File: src/rtl/panel_pkg.sv
// Shared constants and quadrature decode helper
// for the Tiny32 front-panel input block.
package panel_pkg;

  localparam int EV_CW   = 0;
  localparam int EV_CCW  = 1;
  localparam int EV_BTN  = 2;
  localparam int EV_QERR = 3;

  localparam int BTN_CON = 2;
  localparam int BTN_PSH = 1;
  localparam int BTN_BAK = 0;

  typedef enum logic [1:0] {
    STEP_NONE,
    STEP_CW,
    STEP_CCW,
    STEP_ERR
  } step_e;

  // Classify an {A,B} transition
  function automatic step_e quad_step(
    input logic [1:0] prev,
    input logic [1:0] cur
  );
    step_e s;
    unique case ({prev, cur})
      4'b0001, 4'b0111,
      4'b1110, 4'b1000: s = STEP_CW;
      4'b0100, 4'b1101,
      4'b1011, 4'b0010: s = STEP_CCW;
      4'b0011, 4'b1100,
      4'b0110, 4'b1001: s = STEP_ERR;
      default:          s = STEP_NONE;
    endcase
    return s;
  endfunction

endpackage

File: src/rtl/debounce.sv
// Single-button debouncer: input level must hold
// for 2^DEBOUNCE_BITS clocks before the output follows.
module debounce
  import panel_pkg::*;
#(
  parameter int DEBOUNCE_BITS = 16
) (
  input  logic clk,
  input  logic reset,
  input  logic in,
  output logic out
);

  logic                     state_q, state_d;
  logic [DEBOUNCE_BITS-1:0] cnt_q, cnt_d;
  logic                     out_q;

  // Count while input disagrees; toggle at terminal count
  always_comb begin
    state_d = state_q;
    cnt_d   = '0;
    if (in != state_q) begin
      if (&cnt_q) begin
        state_d = ~state_q;
      end else begin
        cnt_d = cnt_q + DEBOUNCE_BITS'(1);
      end
    end
  end

  // Level/counter registers; output is the inverted level
  always_ff @(posedge clk or posedge reset) begin
    if (reset) begin
      state_q <= 1'b1;
      cnt_q   <= '0;
      out_q   <= 1'b0;
    end else begin
      state_q <= state_d;
      cnt_q   <= cnt_d;
      out_q   <= ~state_q;
    end
  end

  assign out = out_q;

endmodule

File: src/rtl/panel_input.sv
// Front-panel conditioner: button debounce, quadrature
// position counter, sticky event flags and level irq.
module panel_input
  import panel_pkg::*;
#(
  parameter int DEBOUNCE_BITS = 16,
  parameter int COUNT_BITS    = 8
) (
  input  logic                  clk,
  input  logic                  reset,
  input  logic                  con_button,
  input  logic                  psh_button,
  input  logic                  bak_button,
  input  logic                  tra,
  input  logic                  trb,
  input  logic                  irq_ack,
  input  logic                  clr_count,
  output logic [2:0]            buttons,
  output logic [COUNT_BITS-1:0] count,
  output logic [3:0]            events,
  output logic                  irq
);

  logic [2:0] btn_s1_q, btn_s2_q;
  logic [1:0] enc_s1_q, enc_s2_q;
  logic [2:0] btn_w;
  logic [2:0] btn_prev_q;

  logic [1:0]            prev_q, prev_d;
  logic                  valid_q, valid_d;
  logic [COUNT_BITS-1:0] count_q, count_d;
  logic [COUNT_BITS-1:0] base;
  logic [3:0]            events_q, events_d;
  logic [3:0]            ev_set;
  step_e                 step;

  // Button synchronisers idle at released (high)
  always_ff @(posedge clk or posedge reset) begin
    if (reset) begin
      btn_s1_q <= 3'b111;
      btn_s2_q <= 3'b111;
    end else begin
      btn_s1_q <= {con_button, psh_button, bak_button};
      btn_s2_q <= btn_s1_q;
    end
  end

  // Encoder synchronisers track pins even in reset,
  // so the valid reload sees the true phase
  always_ff @(posedge clk) begin
    enc_s1_q <= {tra, trb};
    enc_s2_q <= enc_s1_q;
  end

  for (genvar i = 0; i < 3; i++) begin : g_db
    debounce #(
      .DEBOUNCE_BITS(DEBOUNCE_BITS)
    ) u_db (
      .clk  (clk),
      .reset(reset),
      .in   (btn_s2_q[i]),
      .out  (btn_w[i])
    );
  end

  // Decode step, update count and sticky flags
  always_comb begin
    prev_d  = enc_s2_q;
    valid_d = 1'b1;
    ev_set  = '0;
    step    = quad_step(prev_q, enc_s2_q);
    base    = clr_count ? '0 : count_q;
    count_d = base;
    if (valid_q) begin
      unique case (step)
        STEP_CW: begin
          count_d        = base + COUNT_BITS'(1);
          ev_set[EV_CW]  = 1'b1;
        end
        STEP_CCW: begin
          count_d        = base - COUNT_BITS'(1);
          ev_set[EV_CCW] = 1'b1;
        end
        STEP_ERR: ev_set[EV_QERR] = 1'b1;
        default: ;
      endcase
    end
    ev_set[EV_BTN] = |(btn_w & ~btn_prev_q);
    events_d = (irq_ack ? 4'b0000 : events_q) | ev_set;
  end

  // Encoder, counter and flag registers
  always_ff @(posedge clk or posedge reset) begin
    if (reset) begin
      prev_q     <= '0;
      valid_q    <= 1'b0;
      count_q    <= '0;
      events_q   <= '0;
      btn_prev_q <= '0;
    end else begin
      prev_q     <= prev_d;
      valid_q    <= valid_d;
      count_q    <= count_d;
      events_q   <= events_d;
      btn_prev_q <= btn_w;
    end
  end

  assign buttons = btn_w;
  assign count   = count_q;
  assign events  = events_q;
  assign irq     = |events_q;

endmodule

File: config.mk
export PLATFORM = sky130hd
export DESIGN_NAME = panel_input
export DESIGN_NICKNAME = d
export VERILOG_FILES = /design/src/rtl/panel_pkg.sv /design/src/rtl/debounce.sv /design/src/rtl/panel_input.sv
export SDC_FILE = /design/constraint.sdc
export NUM_CORES = 1
export LEC_CHECK = 0
export BUFFER_PORTS_ARGS = -buffer_cell sky130_fd_sc_hd__buf_4
export CAP_MARGIN = 20
export CORE_MARGIN = 4
export CORE_UTILIZATION = 45
export CTS_BUF_LIST = sky130_fd_sc_hd__clkbuf_8
export DETAILED_ROUTE_END_ITERATION = 12
export GPL_ROUTABILITY_DRIVEN = 1
export SETUP_SLACK_MARGIN = 0.05
export SYNTH_ARGS = -nofsm -noshare
export SYNTH_HDL_FRONTEND = slang
export SYNTH_HIERARCHICAL = 1
export SYNTH_SLANG_ARGS = --single-unit
File: constraint.sdc
create_clock -name clk -period 2.96 [get_ports clk]
set_input_delay 0.148 -clock clk [delete_from_list [all_inputs] [get_ports clk]]
set_output_delay 0.148 -clock clk [all_outputs]
set_load 0.005 [all_outputs]
==> metrics.csv <==
stage;metric;value;unit
status;outcome;finished, final reports clean;
final_layout;fin_nets;456;
final_layout;layout_common_cells;dfrtp_1 (69), nor2_1 (50), xnor2_1 (42);
logic_synthesis;synth_cells;400;
global_route;grt_antenna_before_repair;0;
final_layout;mostFrequentLayoutCell;dfrtp_1;
logic_synthesis;ys_seq_area_share;49.9;%
sta;period_share;87.9;%
power_and_ir_drop;p_seq_share;51.9;%
final_layout;syn_to_final_growth;13.4;%
detailed_routing;drc_errors;0;
place;gp_congestion;0.791;
setup_path;critPathMaxStageDelay;0.44;ns
global_route;use_met2;23.2;%
logic_synthesis;netlist_area;4090;sq um
detailed_routing;firstDrtPassIters;4;
logic_synthesis;synth-simple-area-share;23.1;%
final_layout;fillers;801;
setup_path;crit_type;flop to flop;
sta;finalHoldViolations;0;
die;dieWidth;103;um
logic_synthesis;netlist.top_cell.by_area;dfrtp_1;
logic_synthesis;synthMuxAreaShare;1.07;%
power_and_ir_drop;p_per_area;505;nW/um^2
detailed_routing;drtIter0Drc;56;
logic_synthesis;synth-edff-count;0;
global_route;grt_pass1_wl;12400;um
global_route;grt_pass1_vias;2697;
detailed_routing;wl;7180;um
logic_synthesis;synth_top_family_by_area;simple AND/OR/NAND/NOR gates;
clocking;cts_buffers;9;
power_and_ir_drop;irDropWorstVdd;0.000227;V
clocking;cts.sink_count;82;
detailed_routing;wl_per_cell;13.0;um
clocking;cts_root_buf;clkbuf_8;
die;die_area;10700;sq um
final_layout;postLayoutCoreUtil;52.7;%
setup_path;startpoint_type;flop;
final_layout;drive_gt1_share;19.7;%
sta;rsz0062_at_grt;no;
die;fp-row-count;34;
min_path;hp-class;primary input to flop;
setup_path;reg2reg_setup_slack;0.36;ns
global_route;grt.busiest_layer;met2;
global_route;overflow;0;
global_route;grt_max_degree;25;
clocking;h-tree-depth;3;
final_layout;seqCellArea;2040;sq um
die;fp.dieH;103;um
logic_synthesis;ys.flop_type;dfrtp_1;
power_and_ir_drop;power.share.clock;35.6;%
clocking;cts_tree;done;
power_and_ir_drop;power.switching;0.617;mW
die;start_util;46.5;%
clocking;clockBufferDepth;2;
global_route;track_usage;14.9;%
power_and_ir_drop;internal_power;1.73;mW
clocking;clk_pin_slew;0.09;ns
power_and_ir_drop;swShare;26.3;%
sta;maxSlewViolCount;0;
die;core_area;8810;sq um
logic_synthesis;synth_compound_area_share;7.37;%
place;post-dp-hpwl;5030;um
logic_synthesis;syn_area_per_cell;10.2;sq um
flow_run;max_cap_violations;0;
place;io_buffers;24;
sta;post-route-min-period;2.60;ns
logic_synthesis;synthAdderAreaFrac;3.06;%
logic_synthesis;synth.distinct_cells;55;
logic_synthesis;syn_nets;419;
sta;holdWs;0.0927;ns
setup_path;cp_max_fo;7;
sta;final.setup_skew;0.0134;ns
power_and_ir_drop;p_leak;1.97;nW
power_and_ir_drop;combPwrFrac;12.4;%
logic_synthesis;yosys_register_bits;82;
final_layout;antenna-diode-count;0;
logic_synthesis;ys_top_cells_by_area;dfrtp_1 (42%), xnor2_1 (9.0%), dfstp_2 (5.8%), nor2_1 (4.6%), nand3_1 (3.2%);
global_route;grtUsageMet1;20.1;%
setup_path;crit_slowest_cell;dfxtp_1;
detailed_routing;post_drt_via_cell_ratio;5.13;
logic_synthesis;yosysTopAreaCellShare;42.2;%
logic_synthesis;yosys_warnings;6;
global_route;grt_use_met3;4.69;%
sta;finalSetupViolCount;0;
setup_path;critPathRequiredTime;3.22;ns
clocking;clk_latency;0.35;ns
clocking;post_cts_buffers;0;
sta;tightestPinTransition;0.958;ns
setup_path;cp-end-kind;flop;
sta;maxSlewHeadroom;36.1;%
detailed_routing;antenna_left;0;
final_layout;multi_input_area;1880;sq um
detailed_routing;num_vias;2823;
setup_path;cp.arrival;2.86;ns
die;top_level_ports;25;
logic_synthesis;synth_xor_area_share;11.1;%
sta;max_freq;384;MHz
sta;fin_tns_setup;0;ns
setup_path;cp_cell_sequence;nand2b_1, nand3_1, o21ai_1, inv_1, ha_1, xnor2_1, ha_1, nand3b_1, a31oi_1, o21a_1, or3_1, nand3_1, xnor2_1;
logic_synthesis;synthArstFlopShare;95.1;%
## cell type report
cell class                      instances  share of cell area (%)
Clock buffer                           10                    2.96
Timing Repair Buffer                   33                    5.71
Clock inverter                          6                    1.56
Inverter                               30                    2.43
Sequential cell                        82                    44.0
Tap cell                              108                    2.91
Multi-Input combinational cell        281                    40.4
## Yosys cell counts, types with 4 or more instances
master and count:
nand4_1 7, nor2_2 9, xor2_1 10, xnor2_1 42, nand3_1 26, buf_6 4
nor4_1 13, o21ai_1 4, nor2_1 50, dfrtp_1 69, dfxtp_1 4, nor2b_1 6
inv_1 28, nor3_1 10, ha_1 10, nand2_1 25, and2b_2 4, o21ai_0 8
dfstp_2 9, o211ai_1 4
## critical path, delay by kind of cell (launching register included)
kind                       cells  cell delay (ns)
DFF                            1             0.44
AOI/OAI and AO/OA              3             0.46
and+or+nand+nor                5             0.70
adders and majority gates      2             0.52
buffers and inverters          1             0.10
xor gates and xnor gates       2             0.29
## kinds of logic (layout without fill, tap and decap cells)
family | count (synthesis) | after routing
xor gates and xnor gates | 52 | 52
and+or+nand+nor | 174 | 174
buffers and inverters | 37 | 79
adders and majority gates | 10 | 10
muxes | 4 | 4
DFF | 82 | 82
other | 1 | 1
AOI/OAI and AO/OA | 40 | 40
## stage by stage
stage          area, sq um  power (mW)  setup slack [ns]  cells
6_report              4640        2.34             0.357    550
5_1_grt               4640        2.48            0.0852    550
4_1_cts               4640        2.39             0.235    550
3_3_place_gp          4360        1.52             0.334    527
3_5_place_dp          4360        1.52             0.258    527
2_1_floorplan         4090        1.42             0.357    400
## layer usage
layer	share of wire (%)	vias to the layer above
met3	3.4	5
met2	46	39
met5	0	-
met1	50	1343
met4	0.75	0
li1	-	1436
## power groups by stage
stage	combinational, mW	clock, mW	sequential [mW]
floorplan	0.192	0	1.23
global route	0.334	0.924	1.22
global placement	0.285	0	1.24
CTS	0.296	0.872	1.22
detailed placement	0.286	0	1.24
finish	0.291	0.835	1.22
## state kept, by name, summed over array words and instances (netlist names)
| name | cells |
|---|---|
| btn_prev_q | 3 |
| events | 4 |
| g_db.u_db/cnt_q | 48 |
| prev_q | 2 |
| count | 8 |
| btn_s1_q | 3 |
| enc_s2_q | 2 |
| g_db.u_db/state_q | 3 |
| valid_q | 1 |
| btn_s2_q | 3 |
| g_db.u_db/out | 3 |
| enc_s1_q | 2 |
## path summary, 6_finish.rpt
| check | startpoint | to | cells past startpoint |
|---|---|---|---|
| setup / recovery | enc_s2_q[1] | count[4] | 13 |
| hold / removal | clr_count | count[3] | 2 |
| setup reg to reg | enc_s2_q[1] | count[4] | 13 |
| hold reg to reg | enc_s1_q[0] | enc_s2_q[0] | 0 |
| max in group asynchronous | reset | valid_q | 3 |
| min in group asynchronous | reset | g_db[0].u_db/cnt_q[5] | 3 |
## what timing repair did
action,4_1_cts,5_1_grt
endpoints found under the hold margin,58,0
setup endpoints to repair,0,4
gates resized for setup,0,2
hold buffers,7,0
Power figures use the tool's default switching activity.
